[src/rtl/fetch_queue_pkg.sv]
// Shared constants for the fetch queue slice: NOP encoding and default reset PC.
package fetch_queue_pkg;

   localparam int unsigned INSTR_W          = 32;
   localparam logic [31:0] NOP_INSTR        = 32'h0000_0013;
   localparam logic [31:0] DEFAULT_RESET_PC = 32'h0000_0000;

endpackage : fetch_queue_pkg

[src/rtl/adder.sv]
// Plain WIDTH-bit adder, wraps modulo 2^WIDTH.
// Ports: a, b (operands), y (sum).
module adder #(
   parameter int unsigned WIDTH = 32
) (
   input  logic [WIDTH-1:0] a,
   input  logic [WIDTH-1:0] b,
   output logic [WIDTH-1:0] y
);

   assign y = a + b;

endmodule : adder

[src/rtl/fetch_queue_fifo.sv]
// fetch_fifo: register-array prefetch queue holding {instr, pc} pairs.
// Ports: clk, reset (sync, active-high), flush (clears all entries in one cycle),
//        push/wrInstr/wrPc (tail write), pop (head advance),
//        headInstr/headPc (head entry), count (occupancy 0..DEPTH).
module fetch_fifo #(
   parameter int unsigned XLEN  = 32,
   parameter int unsigned DEPTH = 4,
   parameter int unsigned CNT_W = $clog2(DEPTH + 1)
) (
   input  logic             clk,
   input  logic             reset,
   input  logic             flush,
   input  logic             push,
   input  logic [XLEN-1:0]  wrInstr,
   input  logic [XLEN-1:0]  wrPc,
   input  logic             pop,
   output logic [XLEN-1:0]  headInstr,
   output logic [XLEN-1:0]  headPc,
   output logic [CNT_W-1:0] count
);

   localparam int unsigned PTR_W = $clog2(DEPTH);

   logic [XLEN-1:0]  instrMem [DEPTH];
   logic [XLEN-1:0]  pcMem    [DEPTH];
   logic [PTR_W-1:0] headPtr;
   logic [PTR_W-1:0] tailPtr;

   // Storage, pointers and occupancy; reset and flush both empty the queue.
   // DEPTH is a power of two, so pointer increments wrap naturally.
   always_ff @(posedge clk) begin
      if (reset || flush) begin
         for (int i = 0; i < int'(DEPTH); i++) begin
            instrMem[i] <= '0;
            pcMem[i]    <= '0;
         end
         headPtr <= '0;
         tailPtr <= '0;
         count   <= '0;
      end else begin
         if (push) begin
            instrMem[tailPtr] <= wrInstr;
            pcMem[tailPtr]    <= wrPc;
            tailPtr           <= tailPtr + PTR_W'(1);
         end
         if (pop) begin
            headPtr <= headPtr + PTR_W'(1);
         end
         if (push && !pop) begin
            count <= count + CNT_W'(1);
         end else if (pop && !push) begin
            count <= count - CNT_W'(1);
         end
      end
   end

   assign headInstr = instrMem[headPtr];
   assign headPc    = pcMem[headPtr];

endmodule : fetch_fifo

[src/rtl/fetch_queue.sv]
// fetch_queue: PC register plus prefetch queue between Fetch and Decode.
// Ports: clk, reset (sync, active-high), fetch_en, imem_addr/imem_rdata
//        (combinational instruction memory), redirect/redirect_pc (from Execute),
//        out_valid/out_ready/out_instr/out_pc/out_pcplus4 (head to Decode), count.
module fetch_queue
   import fetch_queue_pkg::*;
#(
   parameter int unsigned     XLEN     = 32,
   parameter int unsigned     DEPTH    = 4,
   parameter logic [XLEN-1:0] RESET_PC = XLEN'(DEFAULT_RESET_PC)
) (
   input  logic                       clk,
   input  logic                       reset,
   input  logic                       fetch_en,
   output logic [XLEN-1:0]            imem_addr,
   input  logic [XLEN-1:0]            imem_rdata,
   input  logic                       redirect,
   input  logic [XLEN-1:0]            redirect_pc,
   output logic                       out_valid,
   input  logic                       out_ready,
   output logic [XLEN-1:0]            out_instr,
   output logic [XLEN-1:0]            out_pc,
   output logic [XLEN-1:0]            out_pcplus4,
   output logic [$clog2(DEPTH+1)-1:0] count
);

   localparam int unsigned CNT_W = $clog2(DEPTH + 1);

   logic [XLEN-1:0] pcF;
   logic [XLEN-1:0] pcPlus4F;
   logic [XLEN-1:0] headInstr;
   logic [XLEN-1:0] headPc;
   logic            pushEn;
   logic            popEn;

   // A full queue may still accept a push when the head leaves in the same cycle.
   assign popEn  = out_valid & out_ready & ~redirect;
   assign pushEn = fetch_en & ~redirect & ((count < CNT_W'(DEPTH)) | popEn);

   adder #(.WIDTH(XLEN)) pcIncr (
      .a (pcF),
      .b (XLEN'(4)),
      .y (pcPlus4F)
   );

   // PC register: reset beats redirect, redirect beats sequential fetch.
   always_ff @(posedge clk) begin
      if (reset) begin
         pcF <= RESET_PC;
      end else if (redirect) begin
         pcF <= redirect_pc;
      end else if (pushEn) begin
         pcF <= pcPlus4F;
      end
   end

   fetch_fifo #(
      .XLEN  (XLEN),
      .DEPTH (DEPTH),
      .CNT_W (CNT_W)
   ) fifo (
      .clk       (clk),
      .reset     (reset),
      .flush     (redirect),
      .push      (pushEn),
      .wrInstr   (imem_rdata),
      .wrPc      (pcF),
      .pop       (popEn),
      .headInstr (headInstr),
      .headPc    (headPc),
      .count     (count)
   );

   // Cleared entries hold pc 0, so out_pc/out_pcplus4 read 0/4 when empty after reset.
   adder #(.WIDTH(XLEN)) headIncr (
      .a (headPc),
      .b (XLEN'(4)),
      .y (out_pcplus4)
   );

   assign imem_addr = pcF;
   assign out_valid = (count != '0);
   assign out_instr = out_valid ? headInstr : XLEN'(NOP_INSTR);
   assign out_pc    = headPc;

endmodule : fetch_queue

[config.mk]
export PLATFORM = sky130hd
export DESIGN_NAME = fetch_queue
export DESIGN_NICKNAME = d
export VERILOG_FILES = /design/src/rtl/fetch_queue_pkg.sv /design/src/rtl/adder.sv /design/src/rtl/fetch_queue_fifo.sv /design/src/rtl/fetch_queue.sv
export SDC_FILE = /design/constraint.sdc
export NUM_CORES = 1
export LEC_CHECK = 0
export ABC_AREA = 1
export CAP_MARGIN = 40
export CORE_MARGIN = 4
export CORE_UTILIZATION = 39
export DETAILED_ROUTE_END_ITERATION = 16
export GPL_TIMING_DRIVEN = 0
export MAX_ROUTING_LAYER = met4
export SLEW_MARGIN = 15
export SYNTH_ARGS = -nofsm -noshare
export SYNTH_HDL_FRONTEND = slang
export SYNTH_SLANG_ARGS = --single-unit
[constraint.sdc]
create_clock -name clk -period 9.5 [get_ports clk]
set_clock_uncertainty 0.05 [all_clocks]
set_input_delay 1.9 -clock clk [delete_from_list [all_inputs] [get_ports clk]]
set_output_delay 1.9 -clock clk [all_outputs]
set_load 0.02 [all_outputs]
# Word-level counts from Yosys, hierarchy flattened
# Memory sizes are Yosys's and may differ from the RTL's. A register that Yosys moved wholly into a read port is not among the register bits.
# Cells that the tools add are included.
# word_totals
in_bits	69
wordCells	49
output_inout_bits	132
n_memories	2
ramBits	256
regBits	39
# memory_table
name	words	width	read_ports	rd_clocked_by_memory_dff	wr	line	text
fifo.instrMem	4	32	1	1	4	fetch_queue_fifo.sv:24	logic [XLEN-1:0] instrMem [DEPTH];
fifo.pcMem	4	32	1	1	4	fetch_queue_fifo.sv:25	logic [XLEN-1:0] pcMem [DEPTH];
# op_classes
mux	20
n_lt_le_gt_ge	1
bitwise	6
add_sub_neg	6
reduce_logical	10
# op_table
operator	count
32-bit 2-to-1 mux	5
32-bit by 3-bit adder with 32-bit output, second input constant	2
32-bit OR reduction	2
2-bit 2-to-1 mux	6
1-bit 2-to-1 mux	7
3-bit 2-to-1 mux	2
2-bit by 1-bit adder with 2-bit output, second input constant	2
1-bit AND	4
2-bit nonzero test	2
3-bit by 1-bit adder with 3-bit output, second input constant	1
3-bit less-than comparator, second input constant	1
3-bit nonzero test	1
3-bit by 1-bit subtractor with 3-bit output, second input constant	1
1-bit logical AND	2
1-bit logical NOT	2
1-bit logical OR	1
1-bit inverter	1
1-bit bitwise OR	1

# Logic depth before layout (Yosys ltp)
# depth
depth_word	10
mapped_depth	15
depth_no_buf	12

# Hierarchy
# Synthesis repeated with hierarchy kept, for this count alone.
# unflattened
hier_cells	2457
area_unflattened_um2	18905.6
# modules_own_cells
mod	seq_area_each_um2	cells_per_inst	n_inst	area_each_um2
fetch_fifo	7867.5	1087	1	12066.6
adder at headIncr	0.0	494	1	2384.8
adder at pcIncr	0.0	491	1	2323.5
fetch_queue	640.6	385	1	2130.8

# Least setup slack after synthesis
# Ideal clock, no wire load.
# synth_path
path_type	input port to flip-flop
startpoint	input port redirect
endpoint	memory fifo.instrMem[3][0] (enable)
setup_slack_ns	1.693
n_path_buf	2
required_ns	8.873
setup_time_ns	0.577
t_arrival_ns	7.180
cell_stages	7
path_cell_list	buf_6 -> inv_2 -> nand2_2 -> a21oi_4 -> buf_2 -> nand2_1 -> o21ai_0
# synth_rtl
element	line	text
start, declared	fetch_queue.sv:17	input logic redirect,
end, declared	fetch_queue_fifo.sv:24	

==> results.py <==
metrics = {
    "global_route": {
        "grt_pass1_wl_um": 74600,
        "grt_max_degree": 46,
        "antenna_found_initial": 1,
        "grt_pass1_vias": 12500,
        "grt_use_total_pct": 23.6,
        "grt-ovfl-total": 0,
    },
    "power_and_ir_drop": {
        "p_leak_nw": 7.64,
        "irDropWorstVdd_v": 0.000165,
        "power_density_nw_per_um2": 167,
    },
    "synth": {
        "syn_area_um2": 15100,
        "synth_commonest_cells": "nor2_1 (472), nand2_1 (448), edfxtp_1 (256)",
        "synth-async-reset-ratio_pct": 0,
        "synth_top_area_share_pct": 50.9,
        "synth_warnings": 0,
        "syn_nets": 1870,
        "ys.flop_type": "edfxtp_1",
        "postSynthAreaPerCell_um2": 8.40,
        "synth.distinct_cells": 41,
        "yosysTopAreaCell": "edfxtp_1",
        "postSynthCellCount": 1797,
        "synth.area.top_cells": "edfxtp_1 (51%), nor2_1 (12%), nand2_1 (11%)",
        "ys_seq_area_share_pct": 56.4,
        "yosysMostFrequentCell": "nor2_1",
        "synth_edf_count": 256,
        "ys_seq_elements": 297,
    },
    "floorplan": {
        "ioPinCount": 201,
        "core_area_um2": 37900,
        "die_w_um": 205,
        "die_area_um2": 41900,
        "initial_core_util_pct": 39.8,
        "num_rows": 71,
        "die_y_um": 205,
    },
    "worst_setup_path": {
        "r2r_end": "fifo.count[2]",
        "path_class": "reg -> out",
        "crit_slowest_cell": "clkdlybuf4s50_1",
        "worst_ep_required_time_ns": 7.55,
        "cp-end-kind": "output port",
        "worstReg2RegStart": "fifo.count[2]",
        "rr_worst_depth": 10,
        "regToRegSetupSlack_ns": 6.76,
        "cp_common_cell": "buf_2",
        "slowest_delay_ns": 0.60,
        "startpoint_type": "register",
        "cp.arrival_ns": 3.66,
        "worstPathCellList": "inv_2 -> buf_2 -> buf_2 -> buf_2 -> clkbuf_1 -> o21ai_0 -> o22ai_1 -> buf_4 -> clkdlybuf4s50_1",
        "path_max_fanout": 10,
    },
    "sta": {
        "relSlewSlack_pct": 41.1,
        "hold_slack_ns": 0.431,
        "period_needed_ns": 5.61,
        "slew_violations": 0,
        "finalCritPeriodShare_pct": 59.1,
        "rsz0062_at_grt": "no",
        "fmax_ghz": 0.178,
        "final-setup-viol-count": 0,
        "hold_viol_final": 0,
        "worst_pin_slew_ns": 0.877,
    },
    "cts": {
        "cts_resized": 0,
        "h-tree-depth": 1,
        "worstSkewPairLatency_ns": 0.57,
        "cts-root-buf": "clkbuf_16",
        "clk_pin_slew_ns": 0.06,
        "cts_setup_buffers": 0,
        "cts_inserted_buffers": 31,
        "cts_tree": "yes",
        "clockBufferDepth": 3,
        "cts_sinks": 297,
        "cts_hold_buf": 0,
    },
    "route": {
        "drc_errors": 0,
        "routedWlPerCell_um": 19.1,
        "wl_um": 49200,
        "drtIter0Drc": 1224,
        "vias": 13000,
        "dr.pass1.iters": 5,
        "ant_nets": 0,
        "vias_per_cell": 5.06,
    },
    "cells_and_area": {
        "layoutNonFillerInstCount": 2573,
        "seq_area_um2": 8510,
        "nets": 2109,
        "nFillCells": 3601,
        "multi_input_area_um2": 5500,
        "synthToLayoutAreaGrowth_pct": 26.0,
        "fin_util_pct": 50.1,
        "layout-drive-gt1-share_pct": 7.76,
    },
    "min_path": {
        "holdPathStages": 1,
        "holdCritStartpoint": "fifo.headPtr[0]",
        "min_path_type": "reg -> reg",
    },
    "placement": {
        "dp_hpwl_um": 35100,
        "portBuffers": 199,
        "place.gp.congestion": 0.913,
        "placed_cells": 2514,
    },
    "run_status": {
        "status": "complete, no violations",
    },
    "run": {
        "maxCapViolCount": 0,
    },
}
## final cells by class
cell class                      instances  area share, %
Inverter                              142           2.83
Buffer                                 91           3.07
Sequential cell                       297           44.7
Multi-Input combinational cell       1267           28.9
Clock inverter                         12          0.822
Antenna cell                            1         0.0132
Clock buffer                           46           4.85
Timing Repair Buffer                  206           11.4
Tap cell                              511           3.36
## worst max-delay path, delay by kind of cell, from the launching register on
family / cells / cell delay, ns
flops: 1 / 0.32
buf+inv: 7 / 2.27
compound gates: 2 / 0.49
## worst max-delay path by stage
stage,slack (ns),to,cells after the start
2_1_floorplan,1.69,fifo.instrMem[3][0],7
3_3_place_gp,-2.53,fifo.instrMem[3][10],6
3_5_place_dp,4.43,out_pcplus4[0],9
4_1_cts,3.80,out_pcplus4[0],9
5_1_grt,3.72,out_pcplus4[0],9
6_report,3.89,out_pcplus4[0],9
## per-stage QoR
| stage | setup TNS [ns] | instance area, um2 | power (mW) | setup slack, ns |
|---|---|---|---|---|
| 2_1_floorplan | 0 | 15100 | 1.73 | 1.69 |
| 3_3_place_gp | -163.32 | 17700 | 1.92 | -2.53 |
| 3_5_place_dp | 0 | 17900 | 1.92 | 4.43 |
| 4_1_cts | 0 | 19000 | 3.19 | 3.80 |
| 5_1_grt | 0 | 19000 | 3.27 | 3.72 |
| 6_report | 0 | 19000 | 3.17 | 3.89 |
## kinds of logic (layout without fill, tap and decap cells)
kind of cell	after synthesis	after routing	synth area share, %
and+or+nand+nor	1061	1061	28.2
adders and majority gates	4	4	0.381
buffers and inverters	233	497	7.43
other	0	1	0
AOI/OAI and AO/OA	182	182	6.52
xor gates and xnor gates	20	20	1.16
DFF	297	297	56.4
## per-layer routing
layer,vias up,routed length (um),track usage (%)
met5,-,0,-
met4,0,1120,5.70
met3,57,3110,2.60
met2,483,22700,36.7
met1,6170,22300,33.7
li1,6317,-,-
## state kept, by name (all words and copies together), names as in the netlist, named ones only
register / count
fifo.instrMem: 128
imem_addr: 32
fifo.tailPtr: 2
fifo.count: 3
fifo.pcMem: 128
fifo.headPtr: 2
## power breakdown
group | switching [mW] | internal [mW]
sequential | 0.0296 | 1.48
clock | 0.524 | 0.754
combinational | 0.242 | 0.143
## cell usage in the layout (no fill, tap or decap), types with 3 or more instances in the layout
master	n
o211ai_1	4
clkinv_2	4
clkdlybuf4s50_1	199
o21ai_0	96
o311ai_0	3
a31oi_1	8
nor2_4	5
clkbuf_8	9
clkinv_1	3
clkbuf_16	31
nand2_2	19
o21ai_1	4
inv_2	6
buf_4	7
nor2_1	472
nor3_1	9
ha_1	3
nand2_1	445
o2111ai_1	3
edfxtp_1	256
xor2_1	20
o22ai_1	4
buf_2	31
nand3_1	89
clkbuf_1	34
dfxtp_1	41
nand4_1	11
buf_6	22
a21oi_1	53
bufinv_16	3
nand2_4	3
inv_1	134
buf_16	5
Power figures use the tool's default switching activity.
